==> config.mk <==
export PLATFORM = sky130hd
export DESIGN_NAME = histogram_accumulator
export DESIGN_NICKNAME = d
export VERILOG_FILES = /design/src/rtl/histogram_pkg.sv /design/src/rtl/hist_sat_counter.sv /design/src/rtl/histogram_accumulator.sv
export SDC_FILE = /design/constraint.sdc
export NUM_CORES = 1
export LEC_CHECK = 0
export BUFFER_PORTS_ARGS = -buffer_cell sky130_fd_sc_hd__buf_2
export CAP_MARGIN = 0
export CORE_MARGIN = 2
export CORE_UTILIZATION = 35
export DETAILED_ROUTE_END_ITERATION = 10
export PLACE_DENSITY_LB_ADDON = 0.2
export SLEW_MARGIN = 0
export SYNTH_ARGS = -nofsm -noshare
export SYNTH_HDL_FRONTEND = slang
export SYNTH_HIERARCHICAL = 1
export SYNTH_SLANG_ARGS = --single-unit
==> constraint.sdc <==
create_clock -name i_clk -period 3.3 [get_ports i_clk]
set_clock_uncertainty 0.1 [all_clocks]
set_input_delay 0.165 -clock i_clk [delete_from_list [all_inputs] [get_ports i_clk]]
set_output_delay 0.165 -clock i_clk [all_outputs]
set_load 0.03 [all_outputs]
==> src/rtl/histogram_pkg.sv <==
// rtl/histogram_pkg.sv - shared histogram types and default sizes
// Holds the control state encoding, bin index width and default geometry
// used by the accumulator and the bin-mapping stage.
package histogram_pkg;

  localparam int hist_idx_w              = 8;
  localparam int hist_default_bins       = 30;
  localparam int hist_default_count_bits = 16;

  typedef enum logic [1:0] {
    st_idle  = 2'd0,
    st_accum = 2'd1,
    st_dump  = 2'd2
  } hist_state_e;

endpackage

==> src/rtl/hist_sat_counter.sv <==
// rtl/hist_sat_counter.sv - saturating bin counter with synchronous clear
// Ports:
//   clk, rst_n : clock, asynchronous active-low reset
//   inc        : add one (ignored at full scale)
//   clr        : synchronous clear, wins over inc
//   count      : current count
module hist_sat_counter #(
  parameter int p_count_bits = 16
) (
  input  logic                    clk,
  input  logic                    rst_n,
  input  logic                    inc,
  input  logic                    clr,
  output logic [p_count_bits-1:0] count
);

  always_ff @(posedge clk or negedge rst_n) begin
    if (!rst_n) begin
      count <= '0;
    end else if (clr) begin
      count <= '0;
    end else if (inc && (count != '1)) begin
      count <= count + 1'b1;
    end
  end

endmodule

==> src/rtl/histogram_accumulator.sv <==
// rtl/histogram_accumulator.sv - framed histogram accumulator with bin dump
// Ports:
//   i_clk, i_rst_n          : clock, asynchronous active-low reset
//   data_in, valid_in       : sample bin index and its qualifier
//   sof_in                  : sample opens a new frame
//   flush_in                : dump the open frame without a following sof
//   busy_out                : sample not accepted this cycle
//   data_out, valid_out     : bin count stream
//   sof_out, eof_out        : first / last bin marker
//   busy_in                 : downstream stall
module histogram_accumulator
  import histogram_pkg::*;
#(
  parameter int p_bins       = hist_default_bins,
  parameter int p_count_bits = hist_default_count_bits
) (
  input  logic                    i_clk,
  input  logic                    i_rst_n,
  input  logic [hist_idx_w-1:0]   data_in,
  input  logic                    valid_in,
  input  logic                    sof_in,
  output logic                    busy_out,
  input  logic                    flush_in,
  output logic [p_count_bits-1:0] data_out,
  output logic                    valid_out,
  output logic                    sof_out,
  output logic                    eof_out,
  input  logic                    busy_in
);

  localparam logic [hist_idx_w-1:0] last_bin = hist_idx_w'(p_bins - 1);

  hist_state_e state_q, next_state;

  // Set when the dump was triggered by a new sof: the held sample is then
  // taken as the first of the next frame instead of re-triggering a dump.
  logic                    sof_pend_q;
  logic                    dump_by_sof;
  logic [hist_idx_w-1:0]   rd_idx_q;
  logic [hist_idx_w-1:0]   out_idx_q;
  logic [p_count_bits-1:0] rd_count;
  logic [p_count_bits-1:0] counts [p_bins];
  logic                    accept;
  logic                    count_en;
  logic                    xfer;
  logic                    load;

  always_comb begin
    next_state  = state_q;
    busy_out    = 1'b0;
    dump_by_sof = 1'b0;
    case (state_q)
      st_idle: begin
        if (valid_in && sof_in) next_state = st_accum;
      end
      st_accum: begin
        if (valid_in && sof_in && !sof_pend_q) begin
          busy_out    = 1'b1;
          dump_by_sof = 1'b1;
          next_state  = st_dump;
        end else if (flush_in) begin
          next_state = st_dump;
        end
      end
      st_dump: begin
        busy_out = 1'b1;
        if (valid_out && !busy_in && eof_out)
          next_state = sof_pend_q ? st_accum : st_idle;
      end
      default: next_state = st_idle;
    endcase
  end

  assign accept   = valid_in && !busy_out;
  // In IDLE only a sof sample is counted; out-of-range indices are dropped.
  assign count_en = accept && (data_in <= last_bin) && ((state_q == st_accum) || sof_in);
  assign xfer     = valid_out && !busy_in;
  assign load     = (state_q == st_dump) && (rd_idx_q <= last_bin) && (!valid_out || !busy_in);

  always_comb begin
    rd_count = '0;
    for (int i = 0; i < p_bins; i++) begin
      if (rd_idx_q == hist_idx_w'(i)) rd_count = counts[i];
    end
  end

  for (genvar g = 0; g < p_bins; g++) begin : g_bin
    localparam logic [hist_idx_w-1:0] bin_idx = hist_idx_w'(g);
    hist_sat_counter #(.p_count_bits(p_count_bits)) u_cnt (
      .clk   (i_clk),
      .rst_n (i_rst_n),
      .inc   (count_en && (data_in == bin_idx)),
      .clr   (xfer && (out_idx_q == bin_idx)),
      .count (counts[g])
    );
  end

  always_ff @(posedge i_clk or negedge i_rst_n) begin
    if (!i_rst_n) begin
      state_q    <= st_idle;
      sof_pend_q <= 1'b0;
    end else begin
      state_q <= next_state;
      if (state_q == st_accum) begin
        if (next_state == st_dump) sof_pend_q <= dump_by_sof;
        else if (accept)           sof_pend_q <= 1'b0;
      end else if (state_q == st_idle) begin
        sof_pend_q <= 1'b0;
      end
    end
  end

  // Registered output stage: the next bin is fetched whenever the output
  // register is empty or being drained, giving one word per cycle.
  always_ff @(posedge i_clk or negedge i_rst_n) begin
    if (!i_rst_n) begin
      rd_idx_q  <= '0;
      out_idx_q <= '0;
      data_out  <= '0;
      valid_out <= 1'b0;
      sof_out   <= 1'b0;
      eof_out   <= 1'b0;
    end else begin
      if (load) begin
        data_out  <= rd_count;
        valid_out <= 1'b1;
        sof_out   <= (rd_idx_q == '0);
        eof_out   <= (rd_idx_q == last_bin);
        out_idx_q <= rd_idx_q;
        rd_idx_q  <= rd_idx_q + 1'b1;
      end else if (xfer) begin
        data_out  <= '0;
        valid_out <= 1'b0;
        sof_out   <= 1'b0;
        eof_out   <= 1'b0;
      end
      if (state_q != st_dump) rd_idx_q <= '0;
    end
  end

endmodule

==> impl_results.md <==
* RSZ-0062 raised after global routing: yes
* Yosys reg bits at 518
* Fmax at ~0.30 GHz
* Die area at 105,000 um^2
* Worst-Skew Late Latency at 0.64 ns
* CTS H-Tree Depth at 3
* Peak supply drop at ~390 uV
* Vias at 36.8k
* Internal power at 12.1 mW
* Critical path class: reg -> reg
* I/O pins at 34
* Final setup vio count at 2
* Area share of the largest cell type after synthesis at roughly 36%
* Final nets at 4,358
* Inserted Clock Buffers at 66
* Sequential element share of the synthesized area at approximately 36%
* Final TNS setup at -0.0253 ns
* Final WL at 145,000 um
* Sink Count at 518
* FP Rows at approximately 120
* Vias per cell at 6.43
* Largest net degree at the start of global routing at 80
* Fraction of synthesized area in multiplexers at 3.81%
* P per Cell Area at 407 nW/um^2
* Post-Synth XOR/XNOR Area at 0.0981%
* Startpoint Class: flip-flop
* Critical R2R Launch: rd_idx_q[5]
* Synth Area in Simple Gates at 31.5%
* MaxCap Viol Count at 0
* GRT Residual Overflow at 0
* FF+latch area at between 10,000 and 15,000 um^2
* Layout area overhead at 18.0%
* Primary FF master, synth: dfrtp_1
* Initial antenna violation count at 4
* Adder-cell share of the synthesized area at ~1.3%
* EDFF count, synth at 0
* Die Span Y at 323 um
* Slew @ Worst Pin at 1.12 ns
* CP max FO at 14
* Most frequent cells after synthesis: 518 x dfrtp_1, 400 x a21oi_1, 281 x nand2_1
* Final ANT Viol Nets at 0
* Gpl congestion at 1.01
* Synth cell types at 92
* Compound-Gate Fraction of Synth Area at 22.4%
* Hpwl dp at between 100,000 and 150,000 um
* Mapped Area at 35,700 um^2
* Top-count cell post-synth: dfrtp_1
* Synth area leaders: dfrtp_1 36%, a21oi_1 5.6%, o31ai_1 4.6%
* PortBufs at 33
* Number of global-route vias before repair at 33.5k
* 1st-iter DRT viols at ~4.3k
* Pwr Total at 17.2 mW
* YS warnings at 6
* Setup WS pre-CTS at -0.247 ns
* CP endpoint kind: flip-flop
* Longest Clk Path Bufs at 3
* Die Width at 323 um
* Worst R2R Setup Slack at -0.01 ns
* Starting Density at 35.2%
* First-pass iteration count of the detailed router at 6
* Clock-pin slew on the worst setup and hold paths at 0.06 ns
* Area of the multi-input gates at 21,400 um^2
* Total track usage at 27.0%
* FFs w/ async S/R, synth at 100%
* First-pass GRT wire length at around 220,000 um
* CTS tree: built
* FF-to-FF path depth at 9
* DRC violations left at 0
* Net Switching at 5.07 mW
* Final slew viol count at 0
* Leak at 17.5 nW
* Crit path time final at 3.31 ns
* Fillcell total at between 10k and 15k
* Share of layout cells above drive strength 1 at approximately a fifth
* Critical Path AT at around 3.8 ns
* Largest family of logic cells by synthesized area: simple AND/OR/NAND/NOR gates
* Worst Hold Class: in -> async
* DR WL/cell at 25.3 um
* Failing checks: negative setup slack
* Switching share of power at 29.6%
* Core area at 101,000 um^2
* Post-synth top area cell: dfrtp_1
* Run status: finished with violations
* Final Hold Fails at 0
* Gate Count Post-Synth at 4,062
* CTS root buffer: clkbuf_16
* Crit share post-route at 100%
* Worst Path Required at ~3.8 ns
* Combinational Power Share at 16.4%
* Fin worst setup slack at -0.0144 ns
* Syn Nets at approximately 4k
* Proportion of power drawn by flip-flops and latches at between 30% and 40%
* Synthesized area per cell at 8.79 um^2
* Clk pwr share at 44.8%
* Relative slew slack at between 20% and 30%
* FF-to-FF End: data_out[12]
-- power groups by stage --
stage                     sequential, mW  clock [mW]  combinational, mW
after floorplan                     6.73           0               1.15
after global routing                6.66        8.07               2.96
after detailed placement            6.75           0               2.55
final                               6.65        7.68               2.82
after CTS                           6.64        7.80               2.64
after global placement              6.75           0               2.56
-- layout by cell type (no fill, tap or decap), types with 120 or more instances in the layout --
cell type  count
nor2b_1      127
a21oi_1      397
nor2_1       236
nand4_1      187
nand2_1      278
buf_4        355
mux2_1       120
dfrtp_1      517
or4_1        152
nor4_1       123
o31ai_1      221
nand3_1      160
-- what timing repair did --
action | 4_1_cts | 5_1_grt
hold buffers | 5 | 0
buffers inserted | 18 | 10
hold endpoints to repair | 262 | 0
gates resized for setup | 30 | 68
gates cloned | 1 | 8
pin swaps | 3 | 16
endpoints found under the setup margin | 75 | 250
-- worst max-delay path, cell delays in order, from the launching register on --
cell,delay [ns]
dfrtp_1,0.54
or4_4,0.68
nor2_2,0.24
buf_4,0.29
a221oi_1,0.13
o32ai_1,0.47
a41o_1,0.29
a211oi_2,0.13
buf_4,0.15
o31ai_1,0.19
-- layer usage --
layer / global-route usage [%] / up-vias / share of wire (%)
li1: - / 16500 / -
met1: 39.6 / 18400 / 45
met2: 39.8 / 1631 / 43
met3: 4.32 / 283 / 8.1
met4: 9.75 / 4 / 3.4
met5: 0 / - / 0.017
-- through the flow --
stage | cell area, um^2 | hold slack (ns) | std cells | util, %
final | 42200 | 0.0315 | 5720 | 41.6
after detailed placement | 39300 | 0.121 | 5566 | 38.7
after floorplan | 35700 | -0.231 | 4062 | -
after global placement | 39300 | 0.125 | 5566 | 38.7
after global routing | 42200 | 0.0734 | 5719 | 41.6
after CTS | 41800 | 0.0149 | 5703 | 41.2
-- how the worst max path moves through the flow --
stage	start	to	slack, ns
detailed placement	state_q[1]	g_bin[20].u_cnt/count[12]	-0.25
finish	rd_idx_q[5]	data_out[12]	-0.01
global route	state_q[1]	g_bin[29].u_cnt/count[13]	-0.1
CTS	state_q[1]	sof_pend_q	0.01
floorplan	state_q[0]	g_bin[10].u_cnt/count[3]	0.32
global placement	state_q[1]	g_bin[20].u_cnt/count[10]	-0.24
-- registers in the layout (all words and copies together) (netlist names), 2 cells and up --
name and flops:
state_q 2, rd_idx_q 8, g_bin.u_cnt/count 480, out_idx_q 8, data_out 16
-- kinds of logic after synthesis --
logic type / after synthesis
fa+ha+maj: 38
buf+inv: 354
simple gates: 1827
flops: 518
xor+xnor: 4
compound gates: 1200
mux: 121
-- area by class of cell --
type / count / area share [%]
multi-input combinational: 3190 / 50.8
sequential: 518 / 30.8
timing repair buffer: 416 / 7.87
clock buffer: 94 / 4.80
tap: 1368 / 4.06
inverter: 105 / 0.988
clock inverter: 19 / 0.555
timing repair inverter: 9 / 0.131
antenna: 1 / 0.00594
No activity file was read; power rests on OpenSTA's default activity.
